$ cat config.mk
export PLATFORM = sky130hd
export DESIGN_NAME = ifetch_unit
export DESIGN_NICKNAME = d
export VERILOG_FILES = /design/src/rtl/rv_pkg.sv /design/src/rtl/ifetch_fifo.sv /design/src/rtl/ifetch_unit.sv
export SDC_FILE = /design/constraint.sdc
export NUM_CORES = 1
export LEC_CHECK = 0
export ABC_AREA = 1
export BUFFER_PORTS_ARGS = -buffer_cell sky130_fd_sc_hd__buf_4
export CAP_MARGIN = 0
export CELL_PAD_IN_SITES_DETAIL_PLACEMENT = 0
export CELL_PAD_IN_SITES_GLOBAL_PLACEMENT = 1
export CORE_MARGIN = 5
export CORE_UTILIZATION = 35
export DETAILED_ROUTE_END_ITERATION = 6
export HOLD_SLACK_MARGIN = 0.03
export PLACE_DENSITY_LB_ADDON = 0.12
export SYNTH_ARGS = -nofsm -noshare
export SYNTH_HDL_FRONTEND = slang
export SYNTH_SLANG_ARGS = --single-unit
$ cat constraint.sdc
create_clock -name clk -period 3.88 [get_ports clk]
set_input_delay 0.776 -clock clk [delete_from_list [all_inputs] [get_ports clk]]
set_output_delay 0.776 -clock clk [all_outputs]
set_load 0.01 [all_outputs]
$ cat src/rtl/rv_pkg.sv
// Shared RV front-end definitions: widths, PC step, reset PC default,
// the fetch FIFO entry layout and small PC helpers.
package rv_pkg;

    localparam int XLEN    = 32;
    localparam int INST_W  = 32;
    localparam int PC_STEP = 4;

    localparam logic [XLEN-1:0] RESET_PC_DEF = 32'h0000_0000;

    typedef struct packed {
        logic [XLEN-1:0]   pc;
        logic [INST_W-1:0] inst;
    } fetch_entry_t;

    function automatic logic [XLEN-1:0] pc_inc(input logic [XLEN-1:0] pc);
        return pc + XLEN'(PC_STEP);
    endfunction

    function automatic logic [XLEN-1:0] pc_align(input logic [XLEN-1:0] pc);
        return {pc[XLEN-1:2], 2'b00};
    endfunction

endpackage

$ cat src/rtl/ifetch_fifo.sv
// Synchronous DEPTH x {pc, inst} FIFO with push, pop and clear.
// Ports: clk, reset (async high), clear_i, push_i, pop_i, wdata_i,
//        rdata_o (head), empty_o, count_o.
module ifetch_fifo
    import rv_pkg::*;
#(
    parameter int DEPTH = 2,
    parameter int CW    = $clog2(DEPTH + 1)
) (
    input  logic         clk,
    input  logic         reset,
    input  logic         clear_i,
    input  logic         push_i,
    input  logic         pop_i,
    input  fetch_entry_t wdata_i,
    output fetch_entry_t rdata_o,
    output logic         empty_o,
    output logic [CW-1:0] count_o
);

    localparam int AW = (DEPTH > 1) ? $clog2(DEPTH) : 1;

    fetch_entry_t  mem_q [DEPTH];
    logic [AW-1:0] wptr_q, wptr_d;
    logic [AW-1:0] rptr_q, rptr_d;
    logic [CW-1:0] count_q, count_d;
    logic          do_push, do_pop;

    function automatic logic [AW-1:0] ptr_next(input logic [AW-1:0] p);
        return (p == AW'(DEPTH - 1)) ? '0 : p + AW'(1);
    endfunction

    // A push into a full FIFO is legal only together with a pop.
    assign do_pop  = pop_i & (count_q != '0);
    assign do_push = push_i & ((count_q != CW'(DEPTH)) | do_pop);

    always_comb begin
        wptr_d  = wptr_q;
        rptr_d  = rptr_q;
        count_d = count_q;
        if (clear_i) begin
            wptr_d  = '0;
            rptr_d  = '0;
            count_d = '0;
        end else begin
            if (do_push) wptr_d = ptr_next(wptr_q);
            if (do_pop)  rptr_d = ptr_next(rptr_q);
            count_d = count_q + CW'(do_push) - CW'(do_pop);
        end
    end

    always_ff @(posedge clk or posedge reset) begin
        if (reset) begin
            wptr_q  <= '0;
            rptr_q  <= '0;
            count_q <= '0;
        end else begin
            wptr_q  <= wptr_d;
            rptr_q  <= rptr_d;
            count_q <= count_d;
        end
    end

    always_ff @(posedge clk) begin
        if (do_push && !clear_i) mem_q[wptr_q] <= wdata_i;
    end

    assign rdata_o = mem_q[rptr_q];
    assign empty_o = (count_q == '0);
    assign count_o = count_q;

    overflow_a: assert property (@(posedge clk) disable iff (reset)
        !(push_i && !clear_i && !pop_i && count_q == CW'(DEPTH)));

endmodule

$ cat src/rtl/ifetch_unit.sv
// Instruction fetch front end: credit-limited imem requests, in-order
// response buffering, redirect flush with stale-response dropping.
// Ports: clk, reset, current_pc/next_pc (PC reg), req_* (imem request),
//        rsp_* (imem response), redirect_* (execute), inst_* (decode).
module ifetch_unit
    import rv_pkg::*;
#(
    parameter logic [31:0] RESET_PC = RESET_PC_DEF,
    parameter int          DEPTH    = 2
) (
    input  logic        clk,
    input  logic        reset,
    input  logic [31:0] current_pc,
    output logic [31:0] next_pc,
    output logic        req_valid,
    input  logic        req_ready,
    output logic [31:0] req_addr,
    input  logic        rsp_valid,
    input  logic [31:0] rsp_data,
    input  logic        redirect_valid,
    input  logic [31:0] redirect_pc,
    output logic        inst_valid,
    input  logic        inst_ready,
    output logic [31:0] inst_data,
    output logic [31:0] inst_pc
);

    localparam int CW = $clog2(DEPTH + 1);

    logic [CW-1:0]   out_q, out_d;
    logic [CW-1:0]   drop_q, drop_d;
    logic [XLEN-1:0] resp_pc_q, resp_pc_d;
    logic [CW-1:0]   fifo_cnt;
    logic [CW:0]     used;
    logic            fifo_empty;
    logic            hs, push, pop;
    logic [XLEN-1:0] tgt;
    fetch_entry_t    wdata, rdata;
    logic            unused_low_bits;

    assign unused_low_bits = ^redirect_pc[1:0];

    assign tgt  = pc_align(redirect_pc);
    assign used = {1'b0, fifo_cnt} + {1'b0, out_q};

    assign req_valid = !reset && !redirect_valid
                    && (used < (CW+1)'(DEPTH));
    assign req_addr  = current_pc;
    assign hs        = req_valid & req_ready;

    // Responses in the redirect cycle are stale by definition.
    assign push = rsp_valid && (drop_q == '0) && !redirect_valid;
    assign pop  = inst_valid && inst_ready && !redirect_valid;

    always_comb begin
        next_pc   = current_pc;
        out_d     = out_q + CW'(hs) - CW'(rsp_valid);
        drop_d    = drop_q;
        resp_pc_d = resp_pc_q;
        if (reset) begin
            next_pc = RESET_PC;
        end else if (redirect_valid) begin
            next_pc   = tgt;
            resp_pc_d = tgt;
            drop_d    = out_q - CW'(rsp_valid);
        end else begin
            if (hs) next_pc = pc_inc(current_pc);
            if (rsp_valid && drop_q != '0) drop_d = drop_q - CW'(1);
            if (push) resp_pc_d = pc_inc(resp_pc_q);
        end
    end

    always_ff @(posedge clk or posedge reset) begin
        if (reset) begin
            out_q     <= '0;
            drop_q    <= '0;
            resp_pc_q <= RESET_PC;
        end else begin
            out_q     <= out_d;
            drop_q    <= drop_d;
            resp_pc_q <= resp_pc_d;
        end
    end

    assign wdata.pc   = resp_pc_q;
    assign wdata.inst = rsp_data;

    ifetch_fifo #(
        .DEPTH (DEPTH)
    ) u_fifo (
        .clk     (clk),
        .reset   (reset),
        .clear_i (redirect_valid),
        .push_i  (push),
        .pop_i   (pop),
        .wdata_i (wdata),
        .rdata_o (rdata),
        .empty_o (fifo_empty),
        .count_o (fifo_cnt)
    );

    assign inst_valid = !reset && !fifo_empty;
    assign inst_data  = rdata.inst;
    assign inst_pc    = rdata.pc;

endmodule

# Word-level counts from Yosys, hierarchy flattened

Memory sizes are Yosys's and may differ from the RTL's.
Cells that the tools add are included.

Bitwise logic cells: 5
$lt $le $gt $ge: 1
Add/sub/neg operators: 11
Equal/unequal tests: 1
Mux-type cells: 16
Reduce and logical (&&, ||, !) cells: 22

Operators with widths:

| operator                | count |
|---|---|
| $mux W32                | 5 |
| $add A32 B3 Y32 const B | 2 |
| $reduce_bool A2 Y1      | 6 |
| $logic_and A1 B1 Y1     | 9 |
| $mux W1                 | 8 |
| $mux W2                 | 3 |
| $sub A2 B1 Y2           | 3 |
| $add A2 B1 Y2           | 2 |
| $logic_not A2 Y1        | 2 |
| $reduce_and A2 Y1       | 2 |
| $add A2 B2 Y3           | 1 |
| $and A1 B1 Y1           | 3 |
| $logic_not A1 Y1        | 3 |
| $lt A3 B2 Y1 const B    | 1 |
| $add A1 B1 Y1 const B   | 2 |
| $ne A2 B2 Y1 const B    | 1 |
| $sub A2 B1 Y2 const B   | 1 |
| $not A1 Y1              | 1 |
| $or A1 B1 Y1            | 1 |

Memories kept: 1
Output and inout bits: 130
Register bits: 40
Memory bits (writable): 128

Memories:

| name         | depth | width | rd ports | clocked after Yosys merged registers in | write ports | RTL line          | text |
|---|---|---|---|---|---|---|---|
| u_fifo.mem_q | 2     | 64    | 1        | 0                                       | 1           | ifetch_fifo.sv:23 | `fetch_entry_t mem_q [DEPTH];` |

# Longest topological paths before layout

Gate-level depths: netlist of run 1.

Word-level depth: 11
Depth in mapped cells: 13

# Hierarchy

Synthesis of run 1 repeated with hierarchy kept, for this count alone.

Cell total of the unflattened synthesis: 1088
Area total of the unflattened synthesis: 9115.0 um^2

By module, submodules not included:

| module      | instances | seq. area each (um^2) | area an instance (um^2) | cells an instance |
|---|---|---|---|---|
| ifetch_fifo | 1         | 3943.8                | 4911.0                  | 372 |
| ifetch_unit | 1         | 850.8                 | 4204.0                  | 716 |

# Least setup slack after synthesis of run 1

Ideal clock, no wire load.

Path kind: input port to flip-flop
From: input port redirect_valid
To: memory u_fifo.mem_q[0][0] (netlist name), enable pin
Required time: 3.398 ns
Arrival: 3.931 ns
Buffers on the path: 1
Cell stages on the path: 4
Setup slack: -0.533 ns
Library setup time: 0.482 ns
Cell sequence: inv_1 clkbuf_1 nand4_1 nor2_1

Cells in the longest elaborated chain, start to end: 8
Elaborated cells on any way between the ends: 9
Classes of those cells: 2 x mux; 3 x bitwise; 4 x reduce/logical

RTL lines:

| item                            | RTL line                                                | text |
|---|---|---|
| start, declared                 | ifetch_unit.sv:20                                       | `input logic redirect_valid,` |
| $logic_not A1 Y1 *              | ifetch_fifo.sv:65, ifetch_unit.sv:52, ifetch_unit.sv:53 |  |
| $logic_and A1 B1 Y1             | ifetch_unit.sv:53                                       | `assign pop = inst_valid && inst_ready && !redirect_valid;` |
| $and A1 B1 Y1                   | ifetch_fifo.sv:34                                       | `assign do_pop = pop_i & (count_q != '0);` |
| $or A1 B1 Y1                    | ifetch_fifo.sv:35                                       | `assign do_push = push_i & ((count_q != CW'(DEPTH)) \| do_pop);` |
| $and A1 B1 Y1                   | ifetch_fifo.sv:35                                       |  |
| $logic_and A1 B1 Y1 *           | ifetch_fifo.sv:65                                       | `if (do_push && !clear_i) mem_q[wptr_q] <= wdata_i;` |
| $mux W1 *                       | ifetch_fifo.sv:65                                       |  |
| $mux W1 (implied by the code) * | ifetch_fifo.sv:65                                       |  |
| end, declared                   | ifetch_fifo.sv:23                                       |  |

Every way passes the cells marked *; elsewhere a longest branch is shown, timed or not.

# Worst setup path in the final report of run 1

From: register out_q[0]
To: output port next_pc[23]

Cells in the longest elaborated chain, start to end: 7

RTL lines:

| item                   | RTL line          | text |
|---|---|---|
| start, declared        | ifetch_unit.sv:30 | `logic [CW-1:0] out_q, out_d;` |
| start signal, assigned | ifetch_unit.sv:79 | `out_q <= out_d;` |
| $add A2 B2 Y3          | ifetch_unit.sv:44 | `assign used = {1'b0, fifo_cnt} + {1'b0, out_q};` |
| $lt A3 B2 Y1           | ifetch_unit.sv:47 | `&& (used < (CW+1)'(DEPTH));` |
| $logic_and A1 B1 Y1    | ifetch_unit.sv:47 |  |
| $and A1 B1 Y1          | ifetch_unit.sv:49 | `assign hs = req_valid & req_ready;` |
| $mux W32               | ifetch_unit.sv:67 | `if (hs) next_pc = pc_inc(current_pc);` |
| $mux W32               | ifetch_unit.sv:62 | `end else if (redirect_valid) begin` |
| $mux W32               | ifetch_unit.sv:60 | `if (reset) begin` |
| end, declared          | ifetch_unit.sv:14 | `output logic [31:0] next_pc,` |

No other way between the ends.

==> results of run 1 <==
## final timing paths
kind / startpoint / endpoint / slack (ps) / cells after the start
max: out_q[0]$_DFF_PP0_ / next_pc[23] / 230 / 12
min: rsp_data[18] / u_fifo.mem_q[0][18]$_DFFE_PP_ / 530 / 1
max reg2reg: out_q[0]$_DFF_PP0_ / out_q[1]$_DFF_PP0_ / 1530 / 9
min reg2reg: resp_pc_q[5]$_DFFE_PP0P_ / u_fifo.mem_q[0][37]$_DFFE_PP_ / 540 / 0
max in group asynchronous: reset / u_fifo.rptr_q$_DFFE_PP0P_ / 2630 / 3
min in group asynchronous: reset / resp_pc_q[27]$_DFFE_PP0P_ / 740 / 3
## cell type report
cell class | instances | area, sq um | share of cell area, %
clock inverter | 15 | 125 | 1.13
inverter | 99 | 372 | 3.35
tap | 324 | 405 | 3.66
multi-input combinational | 709 | 3280 | 29.6
clock buffer | 17 | 425 | 3.84
sequential | 162 | 4680 | 42.2
timing repair buffer | 240 | 1800 | 16.3
## synth_stat cells (3+ instances only)
cell                       instances
sky130_fd_sc_hd__nand2_1         378
sky130_fd_sc_hd__edfxtp_1        124
sky130_fd_sc_hd__inv_1            97
sky130_fd_sc_hd__nor2_1           82
sky130_fd_sc_hd__nand3_1          71
sky130_fd_sc_hd__o21ai_0          45
sky130_fd_sc_hd__dfrtp_1          38
sky130_fd_sc_hd__buf_4            34
sky130_fd_sc_hd__a21oi_1          30
sky130_fd_sc_hd__nand4_1          24
sky130_fd_sc_hd__clkbuf_1         23
sky130_fd_sc_hd__ha_1              8
sky130_fd_sc_hd__buf_2             7
sky130_fd_sc_hd__nor3_1            7
sky130_fd_sc_hd__o22ai_1           7
sky130_fd_sc_hd__nor2_2            6
sky130_fd_sc_hd__nor2_4            6
sky130_fd_sc_hd__xor2_1            6
sky130_fd_sc_hd__a31oi_1           5
sky130_fd_sc_hd__nand3b_1          5
sky130_fd_sc_hd__o211ai_1          5
sky130_fd_sc_hd__o21ai_1           5
sky130_fd_sc_hd__xnor2_1           4
sky130_fd_sc_hd__o21bai_1          3
## sequential cells by signal, indices dropped and copies added, names as in the netlist
| signal | flops |
|---|---|
| out_q | 2 |
| u_fifo.wptr_q | 1 |
| resp_pc_q | 30 |
| u_fifo.mem_q | 124 |
| drop_q | 2 |
| u_fifo.count_o | 2 |
| u_fifo.rptr_q | 1 |
## critical path: cells and delay by family, from the launching register on
kind                       cells  cell delay [ps]
adders and majority gates      1              430
and+or+nand+nor                7             1230
DFF                            1              400
AOI/OAI and AO/OA              1              160
buffers and inverters          3              210
## cell families (layout without fill, tap and decap cells)
kind of cell	after synthesis	in the layout
flops	162	162
compound gates	101	101
other cells	1	2
xor+xnor	10	10
fa+ha+maj	9	9
buf+inv	167	371
simple gates	587	587
## per-layer routing
metal  routed length [microns]  share of wire, %
met5                         0                 0
met4                       299               1.2
met3                      1550               6.3
met2                     11200                45
met1                     11600                47
## cell usage in the layout, fill, tap and decap left out, types with 3 or more instances in the layout
cell type / count
sky130_fd_sc_hd__o22ai_1: 7
sky130_fd_sc_hd__buf_4: 240
sky130_fd_sc_hd__edfxtp_1: 124
sky130_fd_sc_hd__nand4_1: 24
sky130_fd_sc_hd__nor3_1: 6
sky130_fd_sc_hd__o21ai_1: 5
sky130_fd_sc_hd__o211ai_1: 5
sky130_fd_sc_hd__nor2_4: 8
sky130_fd_sc_hd__o21bai_1: 3
sky130_fd_sc_hd__inv_6: 4
sky130_fd_sc_hd__nor3_4: 3
sky130_fd_sc_hd__nand3b_1: 5
sky130_fd_sc_hd__xor2_1: 6
sky130_fd_sc_hd__clkinv_4: 5
sky130_fd_sc_hd__nand2_1: 378
sky130_fd_sc_hd__nand3_1: 71
sky130_fd_sc_hd__o21ai_0: 45
sky130_fd_sc_hd__nor2_2: 6
sky130_fd_sc_hd__ha_1: 8
sky130_fd_sc_hd__xnor2_1: 4
sky130_fd_sc_hd__clkbuf_16: 17
sky130_fd_sc_hd__dfrtp_1: 37
sky130_fd_sc_hd__nor2_1: 80
sky130_fd_sc_hd__inv_1: 96
sky130_fd_sc_hd__a21oi_1: 30
sky130_fd_sc_hd__a31oi_1: 5
## metrics by stage
stage	TNS [ps]	worst slack [ps]	hold slack, ps
final	0	235	534
after CTS	-4.21	-4.21	515
after global placement	0	463	519
after detailed placement	0	474	524
after global routing	0	11.8	505
after floorplan	-66130	-533	480
## power breakdown
part	switching, mW	internal [mW]
sequential	0.212	2.14
combinational	0.614	0.431
clock	0.711	0.835
## timing repair
item | in CTS | in global routing
hold endpoints to repair | 0 | 0
endpoints found under the setup margin | 1 | 18
gates resized for setup | 0 | 3
==> summary.log, run 1 <==
qor: logic_synthesis.synth_enable_flop_cells 124
qor: setup_path.critical_path.startpoint_type register
qor: pwr.overall_power_of_the_completed_layout 4.94 mW
qor: sta.max_fclk 274 MHz
qor: grt.global_route_wire_length_before_repair 38.8 mm
qor: setup_path.crit_type reg -> out
qor: placement.place.detailed.instances 1534
qor: logic_synthesis.postSynthRegisterBits 162
qor: outcome.run_status finished, final reports clean
qor: grt.track_usage 17.3%
qor: placement.port-buffer-count 227
qor: finish.post-route-util 45.4%
qor: setup_path.worst_ep_arrival_time 2870 ps
qor: routing.via_per_inst 4.70
qor: setup_path.critical_path.max_stage_delay 430 ps
qor: pwr.power_per_cell_area 446 nW/um^2
qor: logic_synthesis.synthDominantAreaCellType sky130_fd_sc_hd__edfxtp_1
qor: logic_synthesis.synthTopCellsByArea sky130_fd_sc_hd__edfxtp_1 (43%), sky130_fd_sc_hd__nand2_1 (16%), sky130_fd_sc_hd__dfrtp_1 (11%), sky130_fd_sc_hd__inv_1 (4.2%), sky130_fd_sc_hd__nand3_1 (4.1%)
qor: sta.grt_setup_unrepaired false
qor: setup_path.worstSetupEndpointType output port
qor: worst_hold_path.timing.hold.worst.class in -> reg
qor: sta.post_route_clock_skew 11.4 ps
qor: die.die_height 168 microns
qor: sta.final_setup_viols 0
qor: sta.period_needed 3650 ps
qor: sta.finalMaxSlewViolations 0
qor: logic_synthesis.synth-seq-area-share 53.8%
qor: logic_synthesis.avgSynthCellArea 8.38 sq um
qor: logic_synthesis.post_synth_and_or_nand_nor_area_fraction 28.6%
qor: sta.finalHoldViolCount 0
qor: pwr.irDropWorstVdd 290 uV
qor: die.fp.dieArea 28100 sq um
qor: clock_tree.holdBufCountCts 0
qor: grt.globalRouteMet3Util 4.83%
qor: grt.globalRouteMet1Util 23.4%
qor: clock_tree.tritoncts yes
qor: logic_synthesis.mappedNetlistArea 8690 sq um
qor: sta.timing_worst_slew_pin_value 744 ps
qor: finish.stdcell_area 11100 sq um
qor: logic_synthesis.synth_compound_gate_area_share 6.25%
qor: placement.routabilityCongestion 0.827
qor: grt.busiest_layer met2
qor: clock_tree.clock_pin_slew_on_the_worst_setup_and_hold_paths 70 ps
qor: logic_synthesis.synth_top_family_by_area simple AND/OR/NAND/NOR gates
qor: logic_synthesis.synth_cell_types 36
qor: placement.detailedPlacementHpwl 17.9 mm
qor: finish.post_route_cells_drive_above_1_share 23.8%
qor: clock_tree.post_cts.repair.setup_buffers 0
qor: grt.via_count_of_the_first_global_routing_pass 7291
qor: logic_synthesis.syn-instance-count 1037
qor: sta.fin_crit_sh 94.0%
qor: clock_tree.tritoncts_num_sinks 162
qor: die.die_width 168 microns
qor: logic_synthesis.synth_xor_xnor_area_share 1.01%
qor: routing.routed_wl 24.7 mm
qor: clock_tree.cts_buf_count 17
qor: setup_path.critPathMaxFanout 12
qor: routing.route.detailed.wl_per_inst 15.8 microns
qor: setup_path.crit_path_cell_trace nand2_1, inv_1, fa_1, nor2_1, nand3_4, nor2_4, nand2_1, o21ai_1, nand3_1, nand2_1, inv_1, buf_4
qor: logic_synthesis.async_reset_ff_share 23.5%
qor: die.floorplan.initialDensity 35.6%
qor: routing.detail_route.drc_violations 0
qor: finish.fin_cells 1566
qor: finish.final_nets 1340
qor: finish.area_growth 27.5%
qor: sta.relSlewSlack 50.3%
qor: clock_tree.cts.path.max_buffers 2
qor: setup_path.cp.required 3100 ps
qor: die.placementRows 57
qor: logic_synthesis.synth_top_area_share 42.8%
qor: grt.grt_max_degree 65
qor: placement.placedInstanceArea 10500 sq um
qor: die.placeableCoreArea 24400 sq um
qor: logic_synthesis.postSynth.topFlopCell sky130_fd_sc_hd__edfxtp_1
qor: finish.antenna_diodes 0
qor: grt.grt_use_met2 28.0%
qor: finish.fillCellCount 2453
qor: pwr.p_leak 5.03 nW
qor: logic_synthesis.synthMuxAreaShare 0%
qor: routing.drt_pre_antenna_iters 5
qor: clock_tree.clock_root_buffer sky130_fd_sc_hd__clkbuf_16
qor: grt.antenna_violations_before_repair 0
qor: clock_tree.clock_latency 420 ps
qor: setup_path.worst_path_most_repeated_cell sky130_fd_sc_hd__nand2_1
qor: routing.drt_iter0_markers 321
qor: setup_path.cpMaxStageDelayCell sky130_fd_sc_hd__fa_1
qor: logic_synthesis.synth_adder_area_share 1.38%
qor: logic_synthesis.synth.yosys.warnings 0
qor: grt.globalRouteOverflowTotal 0
qor: die.top_level_ports 232
qor: run.drv_cap 0
qor: routing.route.vias.total 7361
qor: routing.route.antenna.remaining_nets 0
qor: clock_tree.htree_levels 4
Power figures use the tool's default switching activity.
==> inputs of run 2 (changes only) <==
Settings changed: CORE_UTILIZATION 35 to 42.
Clock period 3.88 ns to 4.48 ns, I/O delays scaled along.
==> summary.log, run 2 (same netlist as run 1, synthesis figures left out) <==
qor: worst_hold_path.timing.hold.worst.class reg -> reg
qor: clock_tree.clock_root_buffer sky130_fd_sc_hd__clkbuf_16
qor: clock_tree.clock_pin_slew_on_the_worst_setup_and_hold_paths 70 ps [about the same]
qor: routing.route.detailed.wl_per_inst 15.3 microns [-2.6%]
qor: run.drv_cap 0 [unchanged]
qor: sta.finalHoldViolCount 0 [unchanged]
qor: routing.drt_pre_antenna_iters 4 [-1]
qor: placement.place.detailed.instances 1477 [-3.7%]
qor: setup_path.critPathMaxFanout 12 [unchanged]
qor: finish.largestRegisters u_fifo.mem_q (124), resp_pc_q (30)
qor: clock_tree.htree_levels 4 [unchanged]
qor: finish.mostFrequentLayoutCells sky130_fd_sc_hd__nand2_1 (378), sky130_fd_sc_hd__buf_4 (235), sky130_fd_sc_hd__edfxtp_1 (124), sky130_fd_sc_hd__inv_1 (96), sky130_fd_sc_hd__nor2_1 (80)
qor: clock_tree.cts.path.max_buffers 2 [unchanged]
qor: routing.via_per_inst 4.88 [+3.7%]
qor: finish.largest_register_ffs 124 [unchanged]
qor: setup_path.cp.required 3580 ps [+480 ps]
qor: sta.relSlewSlack 50.4% [about the same]
qor: routing.route.antenna.remaining_nets 0 [unchanged]
qor: finish.regMostFlops u_fifo.mem_q
qor: finish.area_growth 26.4%
qor: outcome.run_status finished, final reports clean
qor: sta.period_needed 4000 ps
qor: placement.routabilityCongestion 0.866 [+4.6%]
qor: die.fp.dieArea 23700 sq um [-16%]
qor: die.die_height 154 microns [-8.2%]
qor: setup_path.worstSetupEndpointType output port
qor: setup_path.crit_path_cell_trace nand2_1, inv_1, fa_1, nor2_1, nand3_2, nor3_2, nand2_1, nand2_1, nand3_1, nand2_1, inv_1, buf_4
qor: sta.finalMaxSlewViolations 0 [unchanged]
qor: grt.antenna_violations_before_repair 0 [unchanged]
qor: die.die_width 154 microns [-8.2%]
qor: die.top_level_ports 232 [unchanged]
qor: clock_tree.tritoncts yes
qor: placement.detailedPlacementHpwl 17.0 mm [-5.1%]
qor: sta.grt_setup_unrepaired false
qor: finish.fin_cells 1509 [-3.6%]
qor: finish.final_nets 1337 [-0.22%]
qor: finish.layout.cells.most_common sky130_fd_sc_hd__nand2_1
qor: routing.route.vias.total 7357 [-0.054%]
qor: clock_tree.holdBufCountCts 0 [unchanged]
qor: sta.timing_worst_slew_pin_value 743 ps [-0.656 ps]
qor: grt.track_usage 19.7% [+2.3 points]
qor: finish.post_route_cells_drive_above_1_share 23.5% [-0.27 points]
qor: finish.antenna_diodes 0 [unchanged]
qor: grt.via_count_of_the_first_global_routing_pass 7093 [-2.7%]
qor: routing.drt_iter0_markers 294 [-8.4%]
qor: sta.max_fclk 250 MHz
qor: clock_tree.post_cts.repair.setup_buffers 0 [unchanged]
qor: die.floorplan.initialDensity 42.8% [+7.2 points]
qor: routing.routed_wl 23.2 mm [-6.2%]
qor: grt.globalRouteOverflowTotal 0 [unchanged]
qor: setup_path.critical_path.startpoint_type register
qor: pwr.p_leak 4.99 nW [-0.67%]
qor: finish.fillCellCount 1971 [-20%]
qor: sta.final_setup_viols 0 [unchanged]
qor: die.placeableCoreArea 20300 sq um [-17%]
qor: grt.global_route_wire_length_before_repair 37.2 mm [-4.2%]
qor: pwr.power_per_cell_area 385 nW/um^2 [-14%]
qor: setup_path.worst_path_most_repeated_cell sky130_fd_sc_hd__nand2_1
qor: setup_path.worst_ep_arrival_time 3100 ps [+230 ps]
qor: clock_tree.cts_buf_count 17 [unchanged]
qor: sta.fin_crit_sh 89.2%
qor: routing.detail_route.drc_violations 0 [unchanged]
qor: sta.post_route_clock_skew 11.6 ps [+0.232 ps]
qor: setup_path.cpMaxStageDelayCell sky130_fd_sc_hd__nor3_2
qor: pwr.irDropWorstVdd 224 uV [-23%]
qor: setup_path.crit_type reg -> out
qor: pwr.overall_power_of_the_completed_layout 4.22 mW [-15%]
qor: setup_path.critical_path.max_stage_delay 540 ps [+110 ps]
qor: clock_tree.tritoncts_num_sinks 162 [unchanged]
qor: clock_tree.clock_latency 420 ps [about the same]
qor: die.placementRows 52 [-8.8%]
qor: grt.grt_max_degree 65 [unchanged]
qor: placement.port-buffer-count 227 [unchanged]
qor: clock_tree.cts_repair_resize_count 0 [unchanged]
run 2: metrics by stage:
step                instance area (sq um)  TNS [ps]  hold slack, ps  setup WS (ps)  util (%)
finish                              11000         0             543            484      54.1
global route                        11000         0             573            170      54.1
CTS                                 11000         0             552            425      54.1
detailed placement                  10500         0             534            853      51.5
global placement                    10500         0             528            850      51.5
floorplan                            8700     -6610             480          -53.3         -
run 2: worst paths after layout:
check / start / end / slack, ps / cells after the start
worst max-delay path: out_q[0]$_DFF_PP0_ / next_pc[20] / 480 / 12
worst min-delay path: drop_q[1]$_DFFE_PP0P_ / drop_q[1]$_DFFE_PP0P_ / 540 / 2
worst max register to register: out_q[0]$_DFF_PP0_ / out_q[1]$_DFF_PP0_ / 1920 / 9
worst min register to register: drop_q[1]$_DFFE_PP0P_ / drop_q[1]$_DFFE_PP0P_ / 540 / 2
max in group asynchronous: reset / u_fifo.rptr_q$_DFFE_PP0P_ / 3010 / 3
min in group asynchronous: reset / resp_pc_q[27]$_DFFE_PP0P_ / 650 / 2
run 2: area by class of cell:
class | count | area (sq um) | share of cell area (%)
clock inverter | 15 | 111 | 1.01
timing repair buffer | 237 | 1800 | 16.4
clock buffer | 17 | 425 | 3.87
multi-input combinational | 709 | 3260 | 29.7
tap | 270 | 338 | 3.07
sequential | 162 | 4680 | 42.6
inverter | 99 | 372 | 3.38
run 2: layer usage:
metal / vias to the layer above / routed length [microns] / track usage, %
met5: - / 0 / 0
met4: 0 / 280 / 5.13
met3: 15 / 1610 / 4.86
met2: 249 / 10500 / 31.1
met1: 3337 / 10700 / 27.2
li1: 3756 / - / -
run 2: worst max-delay path, delay by kind of cell, from the launching register on:
| family | cells | cell delay [ps] |
|---|---|---|
| simple gates | 8 | 1590 |
| fa+ha+maj | 1 | 430 |
| flops | 1 | 400 |
| buf+inv | 3 | 230 |
run 2: report_power, final:
group / switching, mW / internal [mW]
Sequential: 0.184 / 1.85
Combinational: 0.521 / 0.375
Clock: 0.581 / 0.711
